**src/rtl/fb_write_arbiter_if.sv**
```systemverilog
// rtl/fb_write_arbiter_if.sv - engine result bus between Mandelbrot engines and the framebuffer write arbiter
interface fb_write_arbiter_if #(
  parameter int NUM_ENGINES = 4,
  parameter int DATA_BITS   = 4
);
  logic [NUM_ENGINES-1:0]           res_valid;
  logic [NUM_ENGINES-1:0]           res_ready;
  logic [NUM_ENGINES*11-1:0]        res_x;
  logic [NUM_ENGINES*10-1:0]        res_y;
  logic [NUM_ENGINES*DATA_BITS-1:0] res_data;

  modport master (output res_valid, res_x, res_y, res_data, input res_ready);
  modport slave  (input res_valid, res_x, res_y, res_data, output res_ready);
endinterface

```
**src/rtl/fb_write_arbiter.sv**
```systemverilog
// rtl/fb_write_arbiter.sv - round-robin merge of engine pixel results into framebuffer writes
module fb_write_arbiter #(
  parameter int NUM_ENGINES = 4,
  parameter int WIDTH       = 1280,
  parameter int HEIGHT      = 720,
  parameter int DATA_BITS   = 4,
  parameter int ADDR_BITS   = 2*$clog2(WIDTH-1)
) (
  input  logic                 clk_calc,
  input  logic                 reset_n,
  input  logic                 frame_start,
  fb_write_arbiter_if.slave    res,
  output logic                 wr_en,
  output logic [ADDR_BITS-1:0] wr_addr,
  output logic [DATA_BITS-1:0] wr_data,
  output logic                 frame_done,
  output logic                 coord_err
);
  localparam int GW     = (NUM_ENGINES > 1) ? $clog2(NUM_ENGINES) : 1;
  localparam int PIXELS = WIDTH * HEIGHT;
  localparam int CW     = $clog2(PIXELS + 1);
  localparam int XW_W   = $clog2(WIDTH + 1);
  // y*WIDTH+x fits in 12+XW_W bits; widen further if the address port is wider
  localparam int MW     = (ADDR_BITS > 12 + XW_W) ? ADDR_BITS : 12 + XW_W;

  logic [GW-1:0]          last_grant;
  logic [GW-1:0]          grant_idx;
  logic [GW:0]            cand;
  logic [NUM_ENGINES-1:0] grant;
  logic                   found;

  logic                   s1_valid;
  logic [10:0]            s1_x;
  logic [9:0]             s1_y;
  logic [DATA_BITS-1:0]   s1_data;
  logic                   s1_in_range;
  logic [MW-1:0]          full_addr;

  logic [CW-1:0]          frame_cnt;
  logic                   last_pixel;

  always_comb begin
    grant     = '0;
    grant_idx = last_grant;
    found     = 1'b0;
    cand      = '0;
    for (int k = 1; k <= NUM_ENGINES; k++) begin
      cand = {1'b0, last_grant} + (GW+1)'(k);
      if (cand >= (GW+1)'(NUM_ENGINES)) begin
        cand = cand - (GW+1)'(NUM_ENGINES);
      end
      if (!found && reset_n && res.res_valid[cand[GW-1:0]]) begin
        found     = 1'b1;
        grant_idx = cand[GW-1:0];
      end
    end
    if (found) begin
      grant[grant_idx] = 1'b1;
    end
  end

  assign res.res_ready = grant;

  assign s1_in_range = (int'(s1_x) < WIDTH) && (int'(s1_y) < HEIGHT);
  assign full_addr   = MW'(s1_y) * MW'(WIDTH) + MW'(s1_x);

  // A write coinciding with frame_start belongs to the new frame, so no done pulse then
  assign last_pixel = (frame_cnt == CW'(PIXELS - 1));
  assign frame_done = wr_en && last_pixel && !frame_start;

  always_ff @(posedge clk_calc or negedge reset_n) begin
    if (!reset_n) begin
      last_grant <= GW'(NUM_ENGINES - 1);
      s1_valid   <= 1'b0;
      s1_x       <= '0;
      s1_y       <= '0;
      s1_data    <= '0;
      wr_en      <= 1'b0;
      wr_addr    <= '0;
      wr_data    <= '0;
      coord_err  <= 1'b0;
      frame_cnt  <= '0;
    end else begin
      s1_valid <= found;
      if (found) begin
        last_grant <= grant_idx;
        s1_x       <= res.res_x[grant_idx*11 +: 11];
        s1_y       <= res.res_y[grant_idx*10 +: 10];
        s1_data    <= res.res_data[grant_idx*DATA_BITS +: DATA_BITS];
      end

      wr_en <= s1_valid && s1_in_range;
      if (s1_valid) begin
        wr_addr <= full_addr[ADDR_BITS-1:0];
        wr_data <= s1_data;
      end

      // A fresh out-of-range hit outranks the clear so it is never lost
      if (s1_valid && !s1_in_range) begin
        coord_err <= 1'b1;
      end else if (frame_start) begin
        coord_err <= 1'b0;
      end

      if (frame_start) begin
        frame_cnt <= wr_en ? CW'(1) : '0;
      end else if (wr_en) begin
        frame_cnt <= last_pixel ? '0 : frame_cnt + CW'(1);
      end
    end
  end
endmodule
```
**src/flat_wrapper.sv**
```systemverilog
// flat-port wrapper written by rule: the top's interface ports become plain ports
module fb_write_arbiter_flat 
#(
  parameter int NUM_ENGINES = 4,
  parameter int WIDTH       = 1280,
  parameter int HEIGHT      = 720,
  parameter int DATA_BITS   = 4,
  parameter int ADDR_BITS   = 2*$clog2(WIDTH-1)
)
  (clk_calc, reset_n, frame_start, wr_en, wr_addr, wr_data, frame_done, coord_err, res_res_valid, res_res_x, res_res_y, res_res_data, res_res_ready);
  fb_write_arbiter_if #(.NUM_ENGINES(NUM_ENGINES), .DATA_BITS(DATA_BITS)) res_i ();
  input  logic clk_calc;
  input  logic reset_n;
  input  logic frame_start;
  output logic wr_en;
  output logic [ADDR_BITS-1:0] wr_addr;
  output logic [DATA_BITS-1:0] wr_data;
  output logic frame_done;
  output logic coord_err;
  input wire logic [$bits(res_i.res_valid)-1:0] res_res_valid;
  input wire logic [$bits(res_i.res_x)-1:0] res_res_x;
  input wire logic [$bits(res_i.res_y)-1:0] res_res_y;
  input wire logic [$bits(res_i.res_data)-1:0] res_res_data;
  output wire logic [$bits(res_i.res_ready)-1:0] res_res_ready;
  assign res_i.res_valid = res_res_valid;
  assign res_i.res_x = res_res_x;
  assign res_i.res_y = res_res_y;
  assign res_i.res_data = res_res_data;
  assign res_res_ready = res_i.res_ready;
  fb_write_arbiter #(.NUM_ENGINES(NUM_ENGINES), .WIDTH(WIDTH), .HEIGHT(HEIGHT), .DATA_BITS(DATA_BITS), .ADDR_BITS(ADDR_BITS)) u_core (.clk_calc(clk_calc), .reset_n(reset_n), .frame_start(frame_start), .res(res_i), .wr_en(wr_en), .wr_addr(wr_addr), .wr_data(wr_data), .frame_done(frame_done), .coord_err(coord_err));
endmodule
```
**config.mk**
```make
export PLATFORM = sky130hd
export DESIGN_NAME = fb_write_arbiter_flat
export DESIGN_NICKNAME = d
export VERILOG_FILES = /design/src/rtl/fb_write_arbiter_if.sv /design/src/rtl/fb_write_arbiter.sv /design/src/flat_wrapper.sv
export SDC_FILE = /design/constraint.sdc
export NUM_CORES = 1
export LEC_CHECK = 0
export CAP_MARGIN = 0
export CORE_ASPECT_RATIO = 0.9
export CORE_MARGIN = 10
export CORE_UTILIZATION = 50
export DETAILED_ROUTE_END_ITERATION = 10
export GPL_TIMING_DRIVEN = 0
export PLACE_DENSITY = 0.83
export REMOVE_ABC_BUFFERS = 1
export SYNTH_ARGS = -nofsm -noshare
export SYNTH_HDL_FRONTEND = slang
export SYNTH_SLANG_ARGS = --single-unit
```
**constraint.sdc**
```tcl
create_clock -name clk_calc -period 6.4 [get_ports clk_calc]
set_input_delay 1.28 -clock clk_calc [delete_from_list [all_inputs] [get_ports clk_calc]]
set_output_delay 1.28 -clock clk_calc [all_outputs]
set_load 0.03 [all_outputs]
```
* Yosys cells after proc, flatten, opt, wreduce, memory -nomap -nowiden *
Cells that the tools add are included.

cells by class
  multiplexer cells = 29
  magnitude comparators = 12
  $mul = 3
  shift operators = 3
  add/sub/neg operators = 10
  equality and inequality tests = 1
  reductions and logical operators = 20

operators with widths
  cell                                                      count
  2-to-1 mux 20 bit                                         3
  indexed part select 44 x 7 -> 11 bit                      1
  indexed part select 40 x 7 -> 10 bit                      1
  adder 21 x 11 -> 22 bit                                   1
  adder 20 x 1 -> 20 bit, second input constant             1
  equality test 20 bit, second input constant               1
  2-to-1 mux 2 bit                                          8
  indexed part select 16 x 5 -> 4 bit                       1
  < comparator 2 x 3 -> 1 bit, second input constant        5
  logical AND 1 bit                                         13
  multiplier 10 x 3 -> 13 bit, second input constant        1
  greater-or-equal comparator 3 bit, second input constant  4
  2-to-1 mux 1 bit                                          12
  < comparator 11 bit, second input constant                1
  < comparator 10 bit, second input constant                1
  binary-select mux 1 bit (select 2 bit)                    4
  subtractor 2 x 1 -> 2 bit, second input constant          4
  adder 2 x 2 -> 3 bit, second input constant               2
  multiplier 2 x 4 -> 6 bit, second input constant          1
  logical NOT 1 bit                                         5
  multiplier 2 x 3 -> 5 bit, second input constant          1
  2-to-1 mux 4 bit                                          1
  nonzero test 2 bit                                        2
  adder 2 x 1 -> 3 bit, second input constant               1
  3 further kinds                                           3

word-level totals
  logic and storage cells = 88
  input bits = 107
  register bits after elaboration = 76
  output and inout bits = 33

* Longest topological paths before layout *
Gate-level depths: netlist (run 1).

  depth in word-level cells = 24
  depth in mapped cells = 9
  depth with buffers taken out = 9

* Least setup slack after synthesis (run 1) *
Ideal clock, no wire load.

  path type = input to output
  start point = input res_res_valid[3]
  end point = output res_res_ready[0]
  stages on the path = 6
  path buffers = 1
  path slack = 2.126 ns
  required time = 5.120 ns
  data arrival time = 2.994 ns
  cells stage by stage = o311ai_1 > a21oi_2 > o21ai_4 > buf_6 > inv_1 > nor3_1

on the way
  longest elaborated chain between the ends = 21
  elaborated cells between the ends (all ways) = 32
  classes of those cells = order compare (2); mux (19); reduce/logical (11)

ends and longest elaborated chain
  element                                                                                                          line                    text
  start: declaration                                                                                               flat_wrapper.sv:20      input wire logic [$bits(res_i.res_valid)-1:0] res_res_valid;
  binary-select mux 1 bit (select 2 bit)                                                                           fb_write_arbiter.sv:52  if (!found && reset_n && res.res_valid[cand[GW-1:0]]) begin
  2-to-1 mux 1 bit (implied by the code)                                                                           fb_write_arbiter.sv:52
  logical AND 1 bit                                                                                                fb_write_arbiter.sv:52
  2-to-1 mux 1 bit                                                                                                 fb_write_arbiter.sv:52
  logical NOT 1 bit                                                                                                fb_write_arbiter.sv:52
  logical AND 1 bit (2 in series)                                                                                  fb_write_arbiter.sv:52
  2-to-1 mux 1 bit                                                                                                 fb_write_arbiter.sv:52
  logical NOT 1 bit                                                                                                fb_write_arbiter.sv:52
  [... 3 more ...]                                                                                                 --
  logical NOT 1 bit                                                                                                fb_write_arbiter.sv:52
  logical AND 1 bit (2 in series)                                                                                  fb_write_arbiter.sv:52
  2-to-1 mux 2 bit                                                                                                 fb_write_arbiter.sv:52
  < comparator 2 x 3 -> 1 bit (implied by the code) or greater-or-equal comparator 2 x 1 -> 1 bit (tied branches)  fb_write_arbiter.sv:58  grant[grant_idx] = 1'b1;
  logical AND 1 bit (implied by the code)                                                                          fb_write_arbiter.sv:58
  2-to-1 mux 1 bit (implied by the code)                                                                           fb_write_arbiter.sv:58
  demux 1 bit (select 2 bit)                                                                                       --
  2-to-1 mux 4 bit (*)                                                                                             fb_write_arbiter.sv:57  if (found) begin
  end: declaration                                                                                                 flat_wrapper.sv:24      output wire logic [$bits(res_i.res_ready)-1:0] res_res_ready;

Every way passes the cells marked *; elsewhere a longest branch is shown, timed or not. The select of a mux whose other input is x is not followed.

* Worst setup path after layout (run 1) *
  start point = input res_res_valid[0]
  end point = output res_res_ready[0]

The elaborated chain is that of the path after synthesis.

==> results of run 1 <==
[worst max path at each step]
stage / start / endpoint / slack (ps) / cells after the start
global route: res_res_valid[0] / res_res_ready[2] / 230 / 8
floorplan: res_res_valid[3] / res_res_ready[0] / -1080 / 5
detailed placement: res_res_valid[0] / res_res_ready[0] / 520 / 8
CTS: res_res_valid[0] / res_res_ready[0] / 450 / 8
global placement: reset_n / res_res_ready[0] / -5660 / 6
finish: res_res_valid[0] / res_res_ready[0] / 520 / 8
[cells in the mapped netlist (all sizes together), types with 7 or more instances]
cell type,n,area share
dfrtp,74,0.38
mux2i,50,0.10
nand2,43,0.033
o21ai,43,0.048
nor2,41,0.031
mux2,40,0.10
ha,20,0.051
a21oi,18,0.019
inv,16,0.012
xor2,16,0.029
clkbuf,12,0.0094
nor3,12,0.012
buf,10,0.016
nand3,8,0.0081
nand4,8,0.011
xnor2,7,0.012
[critical path, cell delays in order]
cell and delay (ps):
clkdlybuf4s50_1 610, inv_1 70, o311ai_1 430, a21oi_2 140, o21ai_4 890, inv_1 210, nor3_1 240, clkdlybuf4s50_1 720
[state kept, by name, indices dropped and copies added (netlist names)]
signal and cells:
u_core.coord_err 1, u_core.last_grant 2, u_core.s1_data 4, u_core.wr_addr 22, u_core.frame_cnt 20, u_core.wr_data 4
u_core.s1_x 11, u_core.s1_y 10, u_core.wr_en 1, u_core.s1_valid 1
[layout make-up]
cell class,count,area [sq um]
tap,126,158
clock buffer,12,135
fill,746,2970
inverter,16,60.1
timing repair buffer,145,1500
clock inverter,4,33.8
sequential,76,1900
multi-input combinational,368,2850
[stage by stage]
| step | area (sq um) | setup WS, ps |
|---|---|---|
| 2_1_floorplan | 4790 | -1080 |
| 3_3_place_gp | 6340 | -5660 |
| 3_5_place_dp | 6470 | 522 |
| 4_1_cts | 6640 | 453 |
| 5_1_grt | 6640 | 232 |
| 6_report | 6640 | 523 |
[logic make-up after synthesis]
logic type | after synthesis
xor+xnor | 23
fa+ha+maj | 22
buf+inv | 38
compound gates | 91
simple gates | 142
mux | 90
flops | 76
[routing by layer]
layer  part of all wire  global-route usage
met5                  0                   0
met4              0.017              0.0667
met3              0.084              0.0644
met2               0.50               0.311
met1               0.40               0.181
[power by group]
group	switching, mW	internal [mW]
Sequential	0.130	0.652
Clock	0.186	0.144
Combinational	0.980	0.913
==> flow_summary.ini, run 1 <==
[min_path]
hold_depth = 1
hp-class = reg -> reg
min_to = u_core.wr_addr[20]
hp-start = u_core.wr_addr[20]

[placement]
dp_cells = 731
gp_congestion = 0.847
hpwl_um = 10000
portBuffers = 139

[drt]
ant_nets = 0
first_pass_iters = 5
routedWlPerCell_um = 16.8
first_iter_violations = 162
avgViaCountPerCell = 5.37
route.detailed.drc = 0
drt_wl_total_um = 12600
num_vias = 4008

[finish]
final_core_util = 0.691
final_common_cell = clkdlybuf4s50_1
antenna_cells = 0
area_growth_pct = 35.1
nets = 745
final_cell_mix = clkdlybuf4s50_1, dfrtp_1, mux2i_1, nand2_1, nor2_1
drive_above_1_share = 0.127
instances_no_fill = 747

[critical_path]
cp-end-kind = output port
ff2ff_path_depth = 9
r2r_slack_ps = 3360
worstReg2RegStart = u_core.s1_y[1]
critical_path_class = in -> out
worstPathMaxFanout = 28
cp.arrival_ps = 4600
cp.required_ps = 5120
start_kind = primary input
rr_endpoint = u_core.wr_addr[19]

[floorplan]
die_area_sq_mm = 0.0142
start_util = 0.511
die_w_um = 125
die_y_um = 114
io_pins = 140
num_rows = 34
fp.coreArea_sq_mm = 0.00961

[cts]
cts_resized = 0
clock_path_buffers = 2
cts_buffers = 9
clock_latency_ps = 350
holdBufCountCts = 0
cts_sinks = 76
path_clk_slew_ps = 80
root_buffer = clkbuf_8
cts_setup_buffers = 0
cts_tree = done
ctsHtreeMaxLevel = 3

[synthesis]
syn-cell-area_sq_mm = 0.00492
synth_top_family_by_area = multiplexers
synth_edf_count = 0
muxShareOfSynthArea = 0.206
ys_ff_latch = 76
synth_fa_ha_area_frac = 0.0590
synth_cells = 482
ys_types = 64
synth_warnings = 0
yosys.area_share.simple = 0.148
synthFlopType = dfrtp_1
avgSynthCellArea_sq_um = 10.2
synthArstFlopShare = 1.00
synth-compound-area-share = 0.121
ys_seq_area_frac = 0.387
synth_xor_area_frac = 0.0410

[sta]
rsz0062_at_grt = no
tns_ps = 0
final.min_clock_period_ps = 5880
skew_ps = 16.7
setup_viol = 0
finalMaxSlewViolations = 0
max_slew.worst_pin.slew_ps = 1240
timing.slew.headroom = 0.174
timing.hold.ws_ps = 487
final-hold-violation-count = 0
fmax_ghz = 0.170
post-route-period-util = 0.918

[flow_run]
drv_cap = 0

[pwr]
ir_worst_vdd_uv = 281
powerDensity_mw_per_mm2 = 452
p_leak_nw = 2.94
report.power.total_mw = 3.01

[grt]
grt_pass1_vias = 4379
antenna_found_initial = 0
grt_max_degree = 52
overflow = 0
grt_pass1_wl_um = 20700
track_usage = 0.173

[outcome]
status = complete, no violations
No activity file was read; power rests on OpenSTA's default activity.
==> inputs of run 2 (changes only) <==
Settings changed: REMOVE_ABC_BUFFERS 1 to unset.
==> run 2 against run 1 <==
  * Sequential share of layout area decreased by 0.40 points
  * Clock power increased by 35%
  * Clock-buffer cell count decreased by 3
  * Highest routed layer unchanged
==> flow_summary.ini, run 2 (synthesized netlist as in run 1, its figures left out) <==
[critical_path]
start_kind = primary input
cp.required_ps = 5120
ff2ff_path_depth = 9
worstPathMaxFanout = 10
cp.arrival_ps = 3970
slowest_stage = clkdlybuf4s50_1
max_stage_delay_ps = 730
cp-end-kind = output port
crit_chain = clkdlybuf4s50_1 > inv_1 > o311ai_1 > a21oi_2 > o21ai_4 > buf_6 > inv_1 > nor3_1 > clkdlybuf4s50_1
critical_path_class = in -> out

[floorplan]
die_area_sq_mm = 0.0142
die_y_um = 114
start_util = 0.511
io_pins = 140
num_rows = 34
die_w_um = 125
fp.coreArea_sq_mm = 0.00961

[pwr]
p_sw_mw = 1.34
pwr-share-clk = 0.141
p_seq_frac = 0.247
combPwrFrac = 0.612
p_leak_nw = 3.00
powerDensity_mw_per_mm2 = 469
switching_share = 0.422
power.internal_mw = 1.83
report.power.total_mw = 3.16
ir_worst_vdd_uv = 259

[cts]
cts_tree = done
cts_sinks = 76
path_clk_slew_ps = 80
root_buffer = clkbuf_8
cts_setup_buffers = 0
clock_path_buffers = 2
ctsHtreeMaxLevel = 3
holdBufCountCts = 0
clock_latency_ps = 350
cts_resized = 0
cts_buffers = 9

[drt]
drt_wl_total_um = 13300
num_vias = 4144
route.detailed.drc = 0
met3_length_um = 1390
first_iter_violations = 252
met1_length_um = 5430
avgViaCountPerCell = 5.42
first_pass_iters = 4
routedWlPerCell_um = 17.4
dr_wl_met2_um = 6340
route.top_layer_used = met4
ant_nets = 0

[outcome]
status = complete, no violations

[finish]
final_cell_mix = clkdlybuf4s50_1, dfrtp_1, mux2i_1, nand2_1, nor2_1
regMostFlops = u_core.wr_addr
area_growth_pct = 37.1
multiInputGateArea_sq_mm = 0.00283
largest_register_ffs = 22
final_core_util = 0.701
antenna_cells = 0
final_common_cell = clkdlybuf4s50_1
final_cell_area_sq_mm = 0.00674
nets = 762
fill_cells = 725
instances_no_fill = 764
drive_above_1_share = 0.136
top_regs = u_core.wr_addr: 22 flops, u_core.frame_cnt: 20 flops, u_core.s1_x: 11 flops
regArea_sq_mm = 0.00190

[sta]
post-route-period-util = 0.820
setup_slack_ps = 1150
timing.hold.ws_ps = 486
max_slew.worst_pin.slew_ps = 844
final-hold-violation-count = 0
skew_ps = 9.16
rsz0062_at_grt = no
timing.slew.headroom = 0.431
tns_ps = 0
fmax_ghz = 0.191
final.min_clock_period_ps = 5250
finalMaxSlewViolations = 0
setup_viol = 0

[placement]
hpwl_um = 10900
dpl-instance-area_sq_mm = 0.00649
gp_congestion = 0.831
portBuffers = 139
place_ws_ps = 1130
dp_cells = 748

[grt]
grt_max_degree = 74
antenna_found_initial = 0
overflow = 0
track_usage = 0.188
grt_pass1_wl_um = 22300
grt_pass1_vias = 4408

[min_path]
hold_depth = 2
hp-class = reg -> reg

[flow_run]
drv_cap = 0

[synthesis]
synth_nets = 611
-- run 2: power groups by stage --
stage / clock network [mW] / registers, mW / logic, mW
floorplan: 0 / 0.914 / 1.23
global placement: 0 / 0.780 / 1.89
detailed placement: 0 / 0.787 / 1.93
CTS: 0.451 / 0.779 / 1.95
global route: 0.478 / 0.801 / 2.12
finish: 0.446 / 0.780 / 1.94
-- run 2: final cells by class --
| cell class | count | share of cell area |
|---|---|---|
| Buffer | 22 | 0.0182 |
| Timing Repair Buffer | 140 | 0.210 |
| Clock inverter | 7 | 0.0184 |
| Multi-Input combinational cell | 368 | 0.420 |
| Sequential cell | 76 | 0.283 |
| Clock buffer | 9 | 0.0184 |
| Tap cell | 126 | 0.0234 |
| Inverter | 16 | 0.00891 |
-- run 2: per-layer routing --
layer | global-route usage | vias up
li1 | - | 2028
met4 | 0.0318 | 0
met1 | 0.216 | 1963
met5 | 0 | -
met2 | 0.315 | 143
met3 | 0.0940 | 10
-- run 2: worst max-delay path: cells and delay by family --
kind,cells,cell delay (ps)
buffers and inverters,5,1660
AND/OR/NAND/NOR,1,190
AO/OA/AOI/OAI,3,820
-- run 2: final timing paths --
check / startpoint / endpoint / slack (ps)
setup / recovery: res_res_valid[0] / res_res_ready[2] / 1150
hold / removal: u_core.s1_x[7] / u_core.s1_x[7] / 490
setup reg to reg: u_core.s1_y[1] / u_core.wr_addr[19] / 3330
hold reg to reg: u_core.s1_x[7] / u_core.s1_x[7] / 490
max in group asynchronous: reset_n / u_core.last_grant[1] / 5060
min in group asynchronous: reset_n / u_core.wr_addr[17] / 750
==> inputs of run 3 (changes only) <==
Settings changed: CORE_UTILIZATION 50 to 49, PLACE_DENSITY 0.83 to 0.82.
Clock period 6.4 ns to 5 ns, I/O delays scaled along.
==> run 3 against run 2 <==
  * Combinational power increased by 27%
  * Worst hold slack about the same
  * Register-to-register slack got worse by 1400 ps
  * Critical path depth decreased by 1
  * Routed wire length decreased by 1.2%
  * First-iteration DRC count decreased by 26%
  * Global-route usage decreased by 0.69 points
  * Sequential share of layout area increased by 0.28 points
  * Total power increased by 23%
  * Critical endpoint is now res_res_ready[0]
==> flow_summary.ini, run 3 (synthesized netlist as in run 1, its figures left out) <==
[outcome]
status = complete, no violations

[cts]
ctsHtreeMaxLevel = 3
cts_sinks = 76
cts_buffers = 9
cts_setup_buffers = 0
clock_latency_ps = 340
path_clk_slew_ps = 70
cts_resized = 0
root_buffer = clkbuf_8
cts_tree = done
clock_path_buffers = 2
holdBufCountCts = 0

[grt]
antenna_found_initial = 0
grt_pass1_wl_um = 21900
track_usage = 0.181
overflow = 0
grt_pass1_vias = 4511
grt_max_degree = 72

[synthesis]
synth_nets = 611

[finish]
multiInputGateArea_sq_mm = 0.00283
final_cell_area_sq_mm = 0.00667
drive_above_1_share = 0.133
area_growth_pct = 35.7
final_cell_mix = clkdlybuf4s50_1, dfrtp_1, mux2i_1, nand2_1, nor2_1
top_regs = u_core.wr_addr: 22 flops, u_core.frame_cnt: 20 flops, u_core.s1_x: 11 flops
regArea_sq_mm = 0.00190
final_common_cell = clkdlybuf4s50_1
largest_register_ffs = 22
fill_cells = 752
nets = 762
antenna_cells = 0
regMostFlops = u_core.wr_addr

[flow_run]
drv_cap = 0

[placement]
portBuffers = 139
dpl-instance-area_sq_mm = 0.00649
hpwl_um = 10800
gp_congestion = 0.845

[pwr]
powerDensity_mw_per_mm2 = 584
p_leak_nw = 2.97
ir_worst_vdd_uv = 352

[drt]
ant_nets = 0
avgViaCountPerCell = 5.50
routedWlPerCell_um = 17.2
first_iter_violations = 186
first_pass_iters = 4
route.detailed.drc = 0
num_vias = 4199
drt_wl_total_um = 13100

[sta]
fmax_ghz = 0.211
final.min_clock_period_ps = 4730
setup_viol = 0
tns_ps = 0
max_slew.worst_pin.slew_ps = 865
finalMaxSlewViolations = 0
timing.slew.headroom = 0.417
final-hold-violation-count = 0
skew_ps = 6.90
rsz0062_at_grt = no
timing.hold.ws_ps = 486
post-route-period-util = 0.946

[min_path]
hp-class = in -> async

[critical_path]
cp.required_ps = 4000
cp.arrival_ps = 3730
cp-end-kind = output port
worstPathMaxFanout = 10
r2r_slack_ps = 1960
critical_path_class = in -> out
start_kind = primary input
ff2ff_path_depth = 9

[floorplan]
die_w_um = 126
fp.coreArea_sq_mm = 0.00974
io_pins = 140
die_area_sq_mm = 0.0144
die_y_um = 115
start_util = 0.505
num_rows = 34
run 3: report_power, final:
part / internal (mW) / total (mW) / switching (mW)
sequential: 0.835 / 0.993 / 0.158
combinational: 1.17 / 2.47 / 1.30
clock: 0.220 / 0.433 / 0.213
total: 2.23 / 3.89 / 1.67
run 3: final cells by class:
type | count | area share
buffer | 22 | 0.0184
multi-input combinational | 368 | 0.424
clock buffer | 14 | 0.0259
timing repair buffer | 140 | 0.212
sequential | 76 | 0.285
tap | 126 | 0.0236
clock inverter | 2 | 0.00150
inverter | 16 | 0.00900
run 3: metrics by stage:
step / worst slack (ps) / power (mW) / instances / utilization
final: 270 / 3.89 / 764 / 0.685
after global routing: 135 / 4.18 / 764 / 0.685
after CTS: 289 / 3.91 / 764 / 0.685
after detailed placement: 291 / 3.46 / 748 / 0.666
after global placement: -2250 / 3.39 / 747 / 0.664
after floorplan: 1290 / 2.75 / 482 / -
run 3: routing by layer:
layer	vias to the layer above	track usage	wire (um)
met2	161	0.306	6250
li1	2031	-	-
met5	-	0	0
met4	0	0.0537	134
met3	14	0.0805	1320
met1	1993	0.204	5410
run 3: worst max-delay path: stages:
cell and delay [ps]:
clkdlybuf4s50_1 530, o311ai_1 460, a21oi_2 130, o21ai_4 340, buf_6 230, inv_1 90, nor3_1 190, clkdlybuf4s50_1 740
run 3: final timing paths:
kind,from,to
worst max-delay path,res_res_valid[3],res_res_ready[0]
worst min-delay path,reset_n,u_core.wr_addr[17]
worst max register to register,u_core.s1_y[1],u_core.wr_addr[19]
worst min register to register,u_core.s1_x[5],u_core.s1_x[5]
max in group asynchronous,reset_n,u_core.last_grant[0]
min in group clk_calc,u_core.s1_x[5],u_core.s1_x[5]
